## src/rtl/arbitration_pkg.sv

```systemverilog
// rtl/arbitration_pkg.sv - shared types and helpers for the pipeline arbitration unit
package arbitration_pkg;

  localparam int STATE_W = 2;

  typedef enum logic [STATE_W-1:0] {
    RUN   = 2'd0,
    STALL = 2'd1,
    FLUSH = 2'd2
  } state_t;

  // Index width that stays legal for a single-entry space.
  function automatic int idx_width(input int n);
    return (n > 1) ? $clog2(n) : 1;
  endfunction

endpackage

```

## src/rtl/rr_multi_grant.sv

```systemverilog
// rtl/rr_multi_grant.sv - combinational round-robin picker granting up to NUM_CDB requesters
import arbitration_pkg::*;

module rr_multi_grant #(
  parameter int NUM_REQ = 4,
  parameter int NUM_CDB = 2,
  parameter int PTR_W   = idx_width(NUM_REQ)
) (
  input  logic [NUM_REQ-1:0] req,
  input  logic [PTR_W-1:0]   ptr,
  input  logic               enable,
  output logic [NUM_REQ-1:0] grant,
  output logic [PTR_W-1:0]   last_idx,
  output logic               any_grant
);

  logic [PTR_W-1:0] idx;
  int               granted;

  // Walk from ptr with wrap-around, taking set bits until the channels run out.
  always_comb begin
    grant     = '0;
    last_idx  = '0;
    any_grant = 1'b0;
    idx       = '0;
    granted   = 0;
    for (int k = 0; k < NUM_REQ; k++) begin
      idx = PTR_W'((int'(ptr) + k) % NUM_REQ);
      if (enable && req[idx] && (granted < NUM_CDB)) begin
        grant[idx] = 1'b1;
        last_idx   = idx;
        any_grant  = 1'b1;
        granted    = granted + 1;
      end
    end
  end

endmodule

```

## src/rtl/arbitration_unit_multi.sv

```systemverilog
// rtl/arbitration_unit_multi.sv - CDB grant arbitration, decode gating, flush sequencing and halts
import arbitration_pkg::*;

module arbitration_unit_multi #(
  parameter int NUM_REQ      = 4,
  parameter int NUM_CDB      = 2,
  parameter int ROB_DEPTH    = 16,
  parameter int DECODE_WIDTH = 2,
  parameter int FLUSH_CYCLES = 2,
  parameter int STALL_CNT_W  = 16
) (
  input  logic                           clk,
  input  logic                           rst,
  input  logic [NUM_REQ-1:0]             broadcastReq,
  input  logic [$clog2(ROB_DEPTH+1)-1:0] robFreeCount,
  input  logic                           queueFull,
  input  logic                           queueEmpty,
  input  logic                           flush,
  output logic [NUM_REQ-1:0]             broadcastGrant,
  output logic                           allowBroadcast,
  output logic                           allowDecode,
  output logic                           IF_halt,
  output logic                           RF_halt,
  output logic                           DecodeROBPipeline_halt,
  output logic                           ROB_halt,
  output logic                           Dispatch_halt,
  output logic                           flushActive,
  output logic [STALL_CNT_W-1:0]         stallCount
);

  localparam int FREE_W = $clog2(ROB_DEPTH + 1);
  localparam int PTR_W  = idx_width(NUM_REQ);
  localparam int FCNT_W = idx_width(FLUSH_CYCLES);

  localparam logic [FREE_W-1:0] DECODE_NEED = FREE_W'(DECODE_WIDTH);
  localparam logic [FCNT_W-1:0] FLUSH_LOAD  = FCNT_W'(FLUSH_CYCLES - 1);
  localparam logic [PTR_W-1:0]  PTR_LAST    = PTR_W'(NUM_REQ - 1);

  state_t             state_q, state_d;
  logic [FCNT_W-1:0]  flush_cnt_q, flush_cnt_d;
  logic [PTR_W-1:0]   rr_ptr;
  logic [PTR_W-1:0]   last_idx;
  logic               any_grant;
  logic               grant_en;
  logic               decode_ok;
  logic               front_halt;

  assign decode_ok = (robFreeCount >= DECODE_NEED) && !queueFull;

  always_ff @(posedge clk or posedge rst) begin
    if (rst) begin
      state_q     <= RUN;
      flush_cnt_q <= '0;
    end else begin
      state_q     <= state_d;
      flush_cnt_q <= flush_cnt_d;
    end
  end

  // flush outranks every other transition, including an in-progress flush.
  always_comb begin
    state_d     = state_q;
    flush_cnt_d = flush_cnt_q;
    if (flush) begin
      state_d     = FLUSH;
      flush_cnt_d = FLUSH_LOAD;
    end else begin
      case (state_q)
        RUN:   if (!decode_ok) state_d = STALL;
        STALL: if (decode_ok) state_d = RUN;
        FLUSH: begin
          if (flush_cnt_q == '0) state_d = RUN;
          else flush_cnt_d = flush_cnt_q - 1'b1;
        end
        default: state_d = RUN;
      endcase
    end
  end

  // Every output is qualified by rst so the pipeline is held while reset is high.
  always_comb begin
    front_halt             = rst || (state_q != RUN) || !decode_ok;
    IF_halt                = front_halt;
    RF_halt                = front_halt;
    DecodeROBPipeline_halt = front_halt;
    allowDecode            = !front_halt;
    ROB_halt               = rst || (state_q == FLUSH);
    Dispatch_halt          = rst || (state_q == FLUSH) || queueEmpty;
    flushActive            = !rst && (state_q == FLUSH);
    grant_en               = !rst && (state_q != FLUSH);
  end

  rr_multi_grant #(
    .NUM_REQ (NUM_REQ),
    .NUM_CDB (NUM_CDB),
    .PTR_W   (PTR_W)
  ) u_rr (
    .req       (broadcastReq),
    .ptr       (rr_ptr),
    .enable    (grant_en),
    .grant     (broadcastGrant),
    .last_idx  (last_idx),
    .any_grant (any_grant)
  );

  assign allowBroadcast = |broadcastGrant;

  always_ff @(posedge clk or posedge rst) begin
    if (rst) begin
      rr_ptr <= '0;
    end else if (any_grant) begin
      rr_ptr <= (last_idx == PTR_LAST) ? '0 : last_idx + 1'b1;
    end
  end

  always_ff @(posedge clk or posedge rst) begin
    if (rst) begin
      stallCount <= '0;
    end else if (front_halt && (state_q != FLUSH) && (stallCount != '1)) begin
      stallCount <= stallCount + 1'b1;
    end
  end

endmodule
```

## config.mk

```make
export PLATFORM = sky130hd
export DESIGN_NAME = arbitration_unit_multi
export DESIGN_NICKNAME = d
export VERILOG_FILES = /design/src/rtl/arbitration_pkg.sv /design/src/rtl/rr_multi_grant.sv /design/src/rtl/arbitration_unit_multi.sv
export SDC_FILE = /design/constraint.sdc
export NUM_CORES = 1
export LEC_CHECK = 0
export CORE_ASPECT_RATIO = 0.6
export CORE_MARGIN = 2
export CORE_UTILIZATION = 49
export DETAILED_ROUTE_END_ITERATION = 10
export PLACE_DENSITY_LB_ADDON = 0.05
export SETUP_SLACK_MARGIN = 0.2
export SYNTH_ARGS = -nofsm -noshare
export SYNTH_HDL_FRONTEND = slang
export SYNTH_HIERARCHICAL = 1
export SYNTH_SLANG_ARGS = --single-unit
```

## constraint.sdc

```tcl
create_clock -name clk -period 3.8 [get_ports clk]
set_input_delay 0.38 -clock clk [delete_from_list [all_inputs] [get_ports clk]]
set_output_delay 0.38 -clock clk [all_outputs]
set_load 0.01 [all_outputs]
```

# == After elaboration in Yosys (flattened, before gate mapping) ==
# Cells that the tools add are included.
# totals
input_bits,14
out_inout_bits,28
regBits,21
# op_classes
mux,40
bitwise_logic,3
addsub,8
reduce_logical,29
n_lt_le_gt_ge,12
n_eq_ne,8
# ops
cell,n
"< comparator 32 x 3 -> 1 bit, second input constant",2
two-way mux 32 bit,2
"adder 32 x 2 -> 32 bit, second input constant",1
two-way mux 2 bit,9
"adder 16 x 1 -> 16 bit, second input constant",1
logical AND 1 bit,16
two-way mux 1 bit,16
two-way mux 4 bit,4
"!= test 16 bit, second input constant",1
"< comparator 2 x 3 -> 1 bit, second input constant",4
bitwise OR 4 bit,3
"!= test 3 bit, second input constant",3
binary-select mux 1 bit (select 2 bit),4
demux 1 bit (select 2 bit),4
">= comparator 2 x 1 -> 1 bit, second input constant",4
case mux 2 bit (3 select lines),1
">= comparator 5 x 2 -> 1 bit, second input constant",1
"adder 2 x 1 -> 2 bit, second input constant",2
"adder 2 bit, second input constant",2
"== test 2 bit, second input constant",2
zero test 1 bit,4
logical OR 1 bit,4
nonzero test 2 bit,2
OR reduction 4 bit,1
other kinds (7),7

# == Longest topological paths before layout ==
# Gate-level depths: netlist of the first run.
# depth
depth_word,15
ltp_mapped,17
depth_no_buf,16

# == Cells and area by module ==
# The synthesis of the first run kept the hierarchy.
# modules_own_cells
module,area_per_inst_um2,instances,cells_each
arbitration_unit_multi,1146.1,1,99
rr_multi_grant,511.7,1,65

# == Least setup slack after synthesis of the first run ==
# OpenSTA, ideal clock, no wires.
# synth_timing
path_type,input to output
from,input port rst
to,output port allowBroadcast
t_required_ps,3420
path_stages,14
n_path_buf,1
setup_slack_ps,-152
arrival_ps,3572
path_cell_list,inv_1 -> nand2_1 -> inv_1 -> nand2_1 -> o22ai_1 -> inv_1 -> ha_1 -> nand2b_1 -> a31oi_2 -> a32oi_1 -> or3b_1 -> buf_6 -> o21ai_0 -> or4_1
# synth_between
elab_chain_cells,14
# synth_lines
item,line_no,source
start: declaration,arbitration_unit_multi.sv:13,"input logic rst,"
zero test 1 bit (no source line) *,--,
logical AND 1 bit *,arbitration_unit_multi.sv:90,grant_en = !rst && (state_q != FLUSH);
via grant_en,arbitration_unit_multi.sv:44,logic grant_en;
logical AND 1 bit,rr_multi_grant.sv:29,if (enable && req[idx] && (granted < NUM_CDB)) begin
two-way mux 1 bit,rr_multi_grant.sv:29,
< comparator 1 x 2 -> 1 bit,rr_multi_grant.sv:29,
logical AND 1 bit,rr_multi_grant.sv:29,
two-way mux 32 bit,rr_multi_grant.sv:29,
< comparator 32 x 3 -> 1 bit,rr_multi_grant.sv:29,
logical AND 1 bit,rr_multi_grant.sv:29,
two-way mux 32 bit,rr_multi_grant.sv:29,
< comparator 32 x 3 -> 1 bit,rr_multi_grant.sv:29,
logical AND 1 bit,rr_multi_grant.sv:29,
two-way mux 4 bit *,rr_multi_grant.sv:29,
via broadcastGrant[0],arbitration_unit_multi.sv:19,"output logic [NUM_REQ-1:0] broadcastGrant,"
OR reduction 4 bit *,arbitration_unit_multi.sv:106,assign allowBroadcast = |broadcastGrant;
end: declaration,arbitration_unit_multi.sv:20,"output logic allowBroadcast,"
# Mark *: on every way through the listed nets, which the timed path passes. The rest lies on a longest branch.

# == Worst setup path after layout of the first run ==
# layout_timing
from,register rr_ptr[0]
to,output port broadcastGrant[3]
# layout_between
elab_chain_cells,13
# layout_lines
item,line_no,source
start: declaration,arbitration_unit_multi.sv:41,logic [PTR_W-1:0] rr_ptr;
start signal: assignment,arbitration_unit_multi.sv:112,rr_ptr <= (last_idx == PTR_LAST) ? '0 : last_idx + 1'b1;
binary-select mux 1 bit (select 2 bit),rr_multi_grant.sv:29,
two-way mux 1 bit (not written as such),rr_multi_grant.sv:29,
logical AND 1 bit,rr_multi_grant.sv:29,
two-way mux 1 bit,rr_multi_grant.sv:29,
< comparator 1 x 2 -> 1 bit,rr_multi_grant.sv:29,
logical AND 1 bit,rr_multi_grant.sv:29,
two-way mux 32 bit,rr_multi_grant.sv:29,
< comparator 32 x 3 -> 1 bit,rr_multi_grant.sv:29,
logical AND 1 bit,rr_multi_grant.sv:29,
two-way mux 32 bit,rr_multi_grant.sv:29,
< comparator 32 x 3 -> 1 bit,rr_multi_grant.sv:29,
logical AND 1 bit,rr_multi_grant.sv:29,
two-way mux 4 bit *,rr_multi_grant.sv:29,
end: declaration,arbitration_unit_multi.sv:19,
# Every way passes the cells marked *; elsewhere a longest branch is shown, timed or not. The select of a mux whose other input is x is not followed.

==> summary.md, run 1 <==
| Metric | Value |
|---|---|
| Die area | `0.00388 mm^2` |
| Setup crit start | `rr_ptr[0]` |
| Crit start category | `register` |
| Max frequency | `294 MHz` |
| H-tree levels | `1` |
| XOR/XNOR share of the synthesized area | `7.92%` |
| CTS sink count | `21` |
| Area Growth Syn to Fin | `42.2%` |
| DRC Markers | `0` |
| I/O pin count | `42` |
| Total Power | `1.13 mW` |
| Final hold violation count | `0` |
| Critical path data arrival time | `3.02 ns` |
| Status | `completed` |
| RSZ-0062 raised after global routing | `false` |
| Post-Syn Instances | `164` |
| Peak VDD IR | `0.000388 V` |
| Mapped Area | `0.00166 mm^2` |
| FFs w/ async S/R, synth | `100%` |
| Hold Crit Class | `input port to asynchronous set/reset pin` |
| Final Slew Violations | `0` |
| Root Driver | `clkbuf_8` |
| Hpwl dp | `3080 um` |
| Mean post-synth cell area | `10.1 um^2` |
| Maximum clock path buffer count | `2` |
| Adder-cell area share of the yosys netlist | `9.06%` |
| Die Y | `49.1 um` |
| CTS tree | `done` |
| Die width | `79.1 um` |
| Post-layout min period | `3.40 ns` |
| Synth Area in Simple Gates | `26.6%` |
| Synth cell types | `42` |
| Ant. Diodes | `0` |
| Starting Density | `51.1%` |
| Final Cycle Share | `89.6%` |
| Max FO, Critical Path | `5` |
| Flop2flop setup slack | `0.43 ns` |
| First-pass GRT wire length | `6400 um` |
| Clock-pin slew on the worst setup and hold paths | `0.07 ns` |
| Setup ws final | `0.396 ns` |
| FF-to-FF path depth | `15` |
| R2R Path Start | `rr_ptr[0]` |
| CP required | `3.42 ns` |
| Synth warnings | `6` |
| Clk_lat worst skew | `0.25 ns` |
| Site Rows | `16` |
| Rel. slew slack | `45.2%` |
| Overflow left after global routing | `0` |
| MaxCap Viol Count | `0` |
| P_leak | `1.08 nW` |
| Total GRT Usage | `21.0%` |
| Initial antenna violation count | `0` |
| Crit Reg-Reg Endpoint | `rr_ptr[1]` |
| Mux share of post-synthesis cell area | `7.55%` |
| Worst setup path endpoint | `broadcastGrant[3]` |
| Largest net degree at the start of global routing | `22` |
| Slew @ Worst Pin | `0.820 ns` |
| Routed WL | `3860 um` |
| Final setup viols | `0` |
| Crit Path Class | `register to primary output` |
| Initial detailed-routing violation count | `81` |
| Routability cong. | `0.875` |
| Vias in the first global route | `1299` |
| Synth Area in Compound Gates | `10.7%` |
| Routed length per instance | `14.3 um` |
| DRT Pass-1 Iters | `4` |
| Fill cell count | `254` |
| PD cells | `481 mW/mm^2` |
| Post-synth EDFFs | `0` |
| #FFs+latches synth | `21` |
| Largest family of logic cells by synthesized area | `simple AND/OR/NAND/NOR gates` |
| Port Buf Inserts | `40` |
| Worst setup EP type | `primary output` |
| Top_reg_cell synth | `dfrtp_1` |
| Core area | `0.00324 mm^2` |
| Hold WS | `0.241 ns` |
| Layout Skew | `0.00386 ns` |
| Fin nets | `252` |
| Sequential element share of the synthesized area | `31.7%` |
| Via density per instance | `5.39` |
| Layout cells sized above 1 | `28.9%` |
| Cts bufs inserted | `3` |
| Via count | `1455` |
| Hold buffer count at CTS | `0` |
| Post-synth net total | `190` |
| Routed Antenna Nets | `0` |
| Post-place setup slack | `-0.292 ns` |
-- how the worst min path moves through the flow --
stage | endpoint | slack (ns) | cells after the start
2_1_floorplan | flush_cnt_q | 0.24 | 1
4_1_cts | state_q[0] | 0.49 | 1
3_3_place_gp | state_q[1] | 0.46 | 1
5_1_grt | state_q[0] | 0.27 | 3
6_report | stallCount[6] | 0.24 | 3
3_5_place_dp | state_q[1] | 0.48 | 1
-- where the power goes --
| part | internal [mW] | total [mW] | leakage, nW | switching, mW |
|---|---|---|---|---|
| clock network | 0.0745 | 0.140 | 0.0228 | 0.0655 |
| registers | 0.269 | 0.329 | 0.271 | 0.0595 |
| logic | 0.348 | 0.666 | 0.789 | 0.318 |
-- metrics by stage --
step | setup TNS, ns | cell area [um^2] | instances | utilization (%)
final | 0 | 2360 | 270 | 72.7
after global routing | 0 | 2360 | 270 | 72.7
after CTS | 0 | 2250 | 264 | 69.4
after detailed placement | -1.13 | 2210 | 260 | 68.1
after global placement | -0.588 | 2210 | 260 | 68.1
after floorplan | 0 | 1670 | 164 | -
-- state kept, by name, summed over array words and instances, names as in the netlist --
name         count
stallCount      16
rr_ptr           2
flush_cnt_q      1
state_q          2
-- cell type report --
cell class | count | area, um^2 | area share (%)
Timing Repair Buffer | 64 | 581 | 24.6
Inverter | 12 | 48.8 | 2.07
Sequential cell | 21 | 527 | 22.3
Tap cell | 45 | 56.3 | 2.39
Clock buffer | 4 | 45.0 | 1.91
Multi-Input combinational cell | 124 | 1100 | 46.7
-- synth_stat cells, types with 2 or more instances --
library cell	instances	area (um^2)
nor4_4	4	85.1
nor4_1	3	18.8
a222oi_1	4	40.0
nand2_1	9	33.8
nor2b_1	3	18.8
buf_6	3	33.8
nand3_1	7	35.0
xor2_1	15	131
dfrtp_1	21	526
ha_1	12	150
o21ai_0	4	20.0
and2_1	3	18.8
nand4_1	4	25.0
a21o_1	3	22.5
buf_4	3	22.5
o22ai_1	2	12.5
and4_1	2	17.5
nand2b_1	3	18.8
mux2i_1	5	50.1
mux2_4	2	30.0
nor3_1	9	45.0
nor2_1	8	30.0
mux2_2	4	45.0
inv_1	12	45.0
nand4_2	2	25.0
-- what timing repair did --
item,CTS,global route
cloned,0,0
resized for setup,10,22
setup buffers,0,6
setup endpoints to repair,6,7
pin swaps,1,8
-- routing by layer --
metal,global-route usage [%],wire [um],vias up
li1,-,-,721
met1,34.0,2090,687
met2,29.1,1530,45
met3,5.74,237,2
met4,0.862,4,0
met5,0,0,-
-- placed cells by master (no fill, tap or decap), drive strengths merged, types with 5 or more instances in the layout --
cell	count
nand3	7
mux2i	5
nand4	6
nand2	9
dfrtp	21
mux2	6
buf	25
nor2	8
xor2	15
nor4	8
nor3	9
clkdlybuf4s50	34
ha	12
inv	11
-- worst max-delay path: stages (launching register included) --
cell	delay [ns]
dfrtp_1	0.38
inv_2	0.07
ha_4	0.29
nand2_1	0.06
nor2_2	0.12
a21o_1	0.17
inv_2	0.06
ha_1	0.27
nand2b_4	0.16
a31oi_2	0.19
a32oi_2	0.07
or3b_4	0.45
o21ai_1	0.18
dlygate4sd2_1	0.29
-- logic make-up after synthesis --
group | after synthesis
buffers and inverters | 19
multiplexers | 11
AND/OR/NAND/NOR | 65
AO/OA/AOI/OAI | 21
XOR/XNOR | 15
flip-flops | 21
adder cells (fa/ha/maj) | 12
No activity file was read; power rests on OpenSTA's default activity.
==> run 2: changes to the inputs <==
- REMOVE_ABC_BUFFERS: unset -> 1
==> run 2 against run 1 <==
Against the previous run:
- routed wire length is 13% higher
- power rose by 4.9%
- critical path depth is 1 higher
- register-to-register slack improved by 0.04 ns
- sequential power about the same
- global-route usage up 1.5 points
- flip-flop and latch count stayed put
- critical endpoint is now allowBroadcast
==> summary.md, run 2 (same netlist as run 1, synthesis figures left out) <==
| Metric | Value |
|---|---|
| Largest net degree at the start of global routing | `22 (unchanged)` |
| Crit Path Class | `register to primary output` |
| Port Buf Inserts | `40 (unchanged)` |
| Clk_lat worst skew | `0.26 ns (about the same)` |
| DRT Pass-1 Iters | `5 (+1)` |
| Via count | `1484 (+2.0%)` |
| Routability cong. | `0.911 (+4.2%)` |
| CTS tree | `done` |
| Worst setup EP type | `primary output` |
| Root Driver | `clkbuf_8` |
| Die Y | `49.1 um (unchanged)` |
| Status | `completed` |
| Total Power | `1.19 mW (+4.9%)` |
| Most frequent cells in the layout | `34 x clkdlybuf4s50_1, 21 x dfrtp_1, 20 x buf_4` |
| CP required | `3.42 ns (about the same)` |
| Fill cell count | `251 (-1.2%)` |
| Initial antenna violation count | `0 (unchanged)` |
| Final instance area | `0.00236 mm^2 (unchanged)` |
| Initial detailed-routing violation count | `96 (+19%)` |
| Routed WL | `4340 um (+13%)` |
| Crit Reg-Reg Endpoint | `rr_ptr[1]` |
| R2R Path Start | `rr_ptr[0]` |
| Fin cells | `269 (-0.37%)` |
| Routed Antenna Nets | `0 (unchanged)` |
| Max reg flops | `16 (unchanged)` |
| Overflow left after global routing | `0 (unchanged)` |
| H-tree levels | `1 (unchanged)` |
| Setup crit start | `rr_ptr[0]` |
| Cts bufs inserted | `3 (unchanged)` |
| Die width | `79.1 um (unchanged)` |
| Hpwl dp | `3090 um (+0.43%)` |
| Worst setup path endpoint | `allowBroadcast` |
| Flop2flop setup slack | `0.47 ns (+0.04 ns)` |
| P_leak | `1.09 nW (+0.31%)` |
| I/O pin count | `42 (unchanged)` |
| Critical path data arrival time | `3.10 ns (+0.08 ns)` |
| Multi-input logic area | `0.00111 mm^2 (+1.0%)` |
| Site Rows | `16 (unchanged)` |
| Via density per instance | `5.52 (+2.4%)` |
| Maximum clock path buffer count | `2 (unchanged)` |
| Hold Crit Class | `input port to asynchronous set/reset pin` |
| MaxCap Viol Count | `0 (unchanged)` |
| FF-to-FF path depth | `15 (unchanged)` |
| Most common cell after layout, fill and taps aside | `clkdlybuf4s50_1` |
| Max FO, Critical Path | `5 (unchanged)` |
| RSZ-0062 raised after global routing | `false` |
| Final hold violation count | `0 (unchanged)` |
| Total GRT Usage | `22.5% (+1.5 points)` |
| Vias in the first global route | `1377 (+6.0%)` |
| Slew @ Worst Pin | `0.827 ns (+0.00728 ns)` |
| Core area | `0.00324 mm^2 (unchanged)` |
| Placed Area | `0.00218 mm^2 (-1.1%)` |
| Rel. slew slack | `44.7% (-0.49 points)` |
| Clock-pin slew on the worst setup and hold paths | `0.08 ns (about the same)` |
| Fin nets | `251 (-0.40%)` |
| Hold buffer count at CTS | `0 (unchanged)` |
| CTS sink count | `21 (unchanged)` |
| Final Slew Violations | `0 (unchanged)` |
| Crit start category | `register` |
| Die area | `0.00388 mm^2 (unchanged)` |
| PD cells | `505 mW/mm^2 (+4.9%)` |
| Area Growth Syn to Fin | `42.2% (unchanged)` |
| Max frequency | `287 MHz (-2.3%)` |
| Post-place setup slack | `-0.162 ns (+0.130 ns)` |
| Peak VDD IR | `0.000388 V (about the same)` |
| DRC Markers | `0 (unchanged)` |
| FF/Latch Area | `526 um^2 (-0.24%)` |
| Top Registers | `stallCount: 16 flops, rr_ptr: 2 flops, state_q: 2 flops` |
| Reg with most FFs | `stallCount` |
| Ant. Diodes | `0 (unchanged)` |
| Post-layout min period | `3.48 ns (+0.0785 ns)` |
| First-pass GRT wire length | `6870 um (+7.4%)` |
| Routed length per instance | `16.1 um (+13%)` |
| Final Core Density | `72.7% (unchanged)` |
| Dpl cells | `258 (-0.77%)` |
| Final setup viols | `0 (unchanged)` |
| Starting Density | `51.1% (unchanged)` |
| Final Cycle Share | `91.7% (+2.1 points)` |
| Layout Skew | `0.00288 ns (-0.000976 ns)` |
| Layout cells sized above 1 | `29.0% (+0.13 points)` |
| Setup ws final | `0.317 ns (-0.0785 ns)` |
==> run 2: area by class of cell <==
type | instances | share of cell area, %
multi-input combinational | 124 | 47.1
clock inverter | 1 | 0.212
inverter | 12 | 1.91
clock buffer | 3 | 1.75
timing repair buffer | 63 | 24.3
sequential | 21 | 22.3
tap | 45 | 2.39
==> run 2: worst min-delay path by stage <==
stage,from,endpoint,slack [ns],depth (start not counted)
CTS,flush_cnt_q,state_q[1],0.49,1
global route,rst,stallCount[12],0.23,3
floorplan,rst,flush_cnt_q,0.36,1
finish,rst,stallCount[13],0.19,3
detailed placement,flush_cnt_q,state_q[1],0.47,1
global placement,flush_cnt_q,state_q[1],0.45,1
==> run 2: worst max-delay path: stages (launching register included) <==
cell      delay, ns
dfrtp_1        0.38
inv_2          0.08
ha_4           0.30
nand2_1        0.07
nor2_2         0.10
a21o_1         0.15
inv_1          0.07
ha_1           0.29
nand2b_4       0.13
nand3_1        0.09
a32oi_2        0.20
or3b_4         0.21
o21ai_2        0.08
or4_4          0.54
buf_2          0.15
==> run 2: power by group <==
part           total (mW)  switching, mW  internal [mW]
Combinational       0.710          0.344          0.366
Sequential          0.331         0.0620          0.269
Clock               0.149         0.0761         0.0732
==> run 2: routing by layer <==
metal	vias to the layer above	share of wire [%]	global-route usage, %
li1	721	-	-
met2	51	42	32.9
met4	0	0.35	1.15
met5	-	0	0
met1	710	51	35.3
met3	2	7.0	5.37
==> run 2: timing repair <==
item,in CTS,in global routing
setup endpoints to repair,5,6
buffers inserted,0,7
pin swaps,1,10
resized for setup,14,23
==> run 2: through the flow <==
| step | hold WS (ns) | TNS, ns |
|---|---|---|
| after floorplan | 0.365 | -0.338 |
| after global placement | 0.455 | -0.129 |
| after detailed placement | 0.467 | -0.427 |
| after CTS | 0.486 | 0 |
| after global routing | 0.231 | 0 |
| final | 0.193 | 0 |
==> run 3: changes to the inputs <==
==> constraint.sdc (replaced) <==
create_clock -name clk -period 3.8 [get_ports clk]
set_input_delay 0.95 -clock clk [delete_from_list [all_inputs] [get_ports clk]]
set_output_delay 0.95 -clock clk [all_outputs]
set_load 0.01 [all_outputs]
==> run 3 against run 2 <==
Against the previous run:
- the flow now finishes with violations (negative setup slack)
- worst setup slack worse by 0.98 ns
- routed wire length up 67%
- global-route usage up 10 points
- flip-flop and latch count unchanged
- die area unchanged
- power up 29%
==> summary.md, run 3 (same netlist as run 1, synthesis figures left out) <==
| Metric | Value |
|---|---|
| Site Rows | `16 (unchanged)` |
| Clk_lat worst skew | `0.27 ns (about the same)` |
| Die Y | `49.1 um (unchanged)` |
| Critical path data arrival time | `3.52 ns (+0.42 ns)` |
| Met3 GRT Util | `8.52% (+3.1 points)` |
| CTS tree | `done` |
| Overflow left after global routing | `0 (unchanged)` |
| Post-place setup slack | `-1.36 ns (-1.20 ns)` |
| Post-Route Setup TNS | `-2.91 ns (-2.91 ns)` |
| Status | `finished with violations` |
| Maximum clock path buffer count | `2 (unchanged)` |
| Initial detailed-routing violation count | `170 (+77%)` |
| Root Driver | `clkbuf_8` |
| Clock-pin slew on the worst setup and hold paths | `0.09 ns (about the same)` |
| Met2 Resource Use GR | `48.7% (+16 points)` |
| Top Registers | `stallCount: 16 flops, rr_ptr: 2 flops, state_q: 2 flops` |
| Max reg flops | `16 (unchanged)` |
| Max FO, Critical Path | `5 (unchanged)` |
| MaxCap Viol Count | `0 (unchanged)` |
| CTS sink count | `21 (unchanged)` |
| Routability cong. | `0.926 (+1.6%)` |
| Slew @ Worst Pin | `0.842 ns (+0.0144 ns)` |
| Most frequent cells in the layout | `46 x buf_4, 28 x clkdlybuf4s50_1, 21 x dfrtp_1` |
| Crit Reg-Reg Endpoint | `rr_ptr[1]` |
| Failing checks | `negative setup slack` |
| CP Cell Sequence | `buf_8 > inv_4 > nand2_4 > inv_6 > nand2_4 > nor2_4 > a21o_1 > inv_2 > ha_4 > nand2b_4 > a31oi_4 > a32oi_2 > or3b_4 > buf_6 > buf_6 > o21ai_4 > or4_1 > buf_2` |
| Max frequency | `224 MHz (-22%)` |
| Die width | `79.1 um (unchanged)` |
| Hold WS | `0.501 ns (+0.308 ns)` |
| Ant. Diodes | `0 (unchanged)` |
| CP top delay family | `simple AND/OR/NAND/NOR gates` |
| Worst setup EP type | `primary output` |
| Final Slew Violations | `0 (unchanged)` |
| Setup ws final | `-0.666 ns (-0.983 ns)` |
| Min-delay src | `stallCount[15]` |
| Final Cycle Share | `118% (+26 points)` |
| CP max stage delay | `0.50 ns (-0.04 ns)` |
| Peak VDD IR | `0.000420 V (+8.2%)` |
| RSZ-0062 raised after global routing | `true` |
| PD cells | `540 mW/mm^2 (+7.0%)` |
| Crit start category | `input port` |
| Hold EP | `stallCount[15]` |
| P_leak | `1.32 nW (+22%)` |
| Hold Crit Class | `register to register` |
| Flop2flop setup slack | `-0.15 ns (-0.62 ns)` |
| Routed WL | `7270 um (+67%)` |
| Area Growth Syn to Fin | `71.8%` |
| Port Buf Inserts | `40 (unchanged)` |
| I/O pin count | `42 (unchanged)` |
| Starting Density | `51.1% (unchanged)` |
| Via density per instance | `6.37 (+16%)` |
| Die area | `0.00388 mm^2 (unchanged)` |
| Crit Path Class | `input port to primary output` |
| Hold path cells | `1` |
| Slowest-stage cell, CP | `or4_1` |
| Layout Skew | `0.0132 ns (+0.0103 ns)` |
| Hpwl dp | `3260 um (+5.5%)` |
| Largest net degree at the start of global routing | `22 (unchanged)` |
| R2R Path Start | `rr_ptr[0]` |
| CP required | `2.85 ns (-0.57 ns)` |
| Reg with most FFs | `stallCount` |
| Final hold violation count | `0 (unchanged)` |
| Routed length per instance | `23.7 um (+47%)` |
| Fin nets | `289 (+15%)` |
| Via count | `1957 (+32%)` |
| Total GRT Usage | `32.6% (+10 points)` |
| Initial antenna violation count | `0 (unchanged)` |
| Busiest grt layer | `met2` |
| Rel. slew slack | `43.7% (-0.96 points)` |
| DRT Pass-1 Iters | `5 (unchanged)` |
| Total Power | `1.54 mW (+29%)` |
| WP buf/inv | `7 (+4)` |
| Cts bufs inserted | `3 (unchanged)` |
| Most common cell after layout, fill and taps aside | `buf_4` |
| Final Core Density | `87.8% (+15 points)` |
| Core area | `0.00324 mm^2 (unchanged)` |
| Post-layout min period | `4.47 ns (+0.983 ns)` |
| Vias in the first global route | `1748 (+27%)` |
| Final setup viols | `7 (+7)` |
| FF-to-FF path depth | `23 (+8)` |
| DRC Markers | `0 (unchanged)` |
| Fill cell count | `136 (-46%)` |
| Routed Antenna Nets | `0 (unchanged)` |
| First-pass GRT wire length | `9560 um (+39%)` |
| Global routing usage on met1 | `45.4% (+10 points)` |
| H-tree levels | `1 (unchanged)` |
| Layout cells sized above 1 | `45.0% (+16 points)` |
[run 3: repair_timing]
action,4_1_cts,5_1_grt
gates resized for setup,75,43
endpoints found under the setup margin,10,10
gates cloned,0,0
pin swaps,15,13
buffers inserted,25,8
hold buffers,0,0
[run 3: routing by layer]
metal,share of wire (%),vias to the layer above
li1,-,791
met1,40,952
met2,45,168
met3,10,46
met4,4.5,0
met5,0,-
[run 3: final cells by class]
cell class                 instances  area (um^2)  share of cell area [%]
multi-input combinational        124         1250                    44.0
sequential                        21          526                    18.4
timing repair buffer             101          917                    32.2
clock buffer                       4         45.0                    1.58
tap                               45         56.3                    1.98
inverter                          12         52.6                    1.84
[run 3: metrics by stage]
stage,instance area (um^2),cells
global placement,2270,270
floorplan,1600,157
global route,2850,307
finish,2850,307
CTS,2630,299
detailed placement,2270,270
[run 3: worst max-delay path by stage]
stage	startpoint	to	slack (ns)	depth (start not counted)
floorplan	rst	allowBroadcast	-1.30	13
global placement	rst	allowBroadcast	-1.17	15
detailed placement	rst	allowBroadcast	-1.36	15
CTS	rst	allowBroadcast	-0.44	17
global route	broadcastReq[1]	allowBroadcast	-0.70	16
finish	rst	allowBroadcast	-0.67	18
[run 3: report_power, final]
part | switching, mW | total, mW | internal, mW
Sequential | 0.0640 | 0.333 | 0.269
Clock | 0.0799 | 0.155 | 0.0750
Combinational | 0.512 | 1.05 | 0.539
Total | 0.656 | 1.54 | 0.883
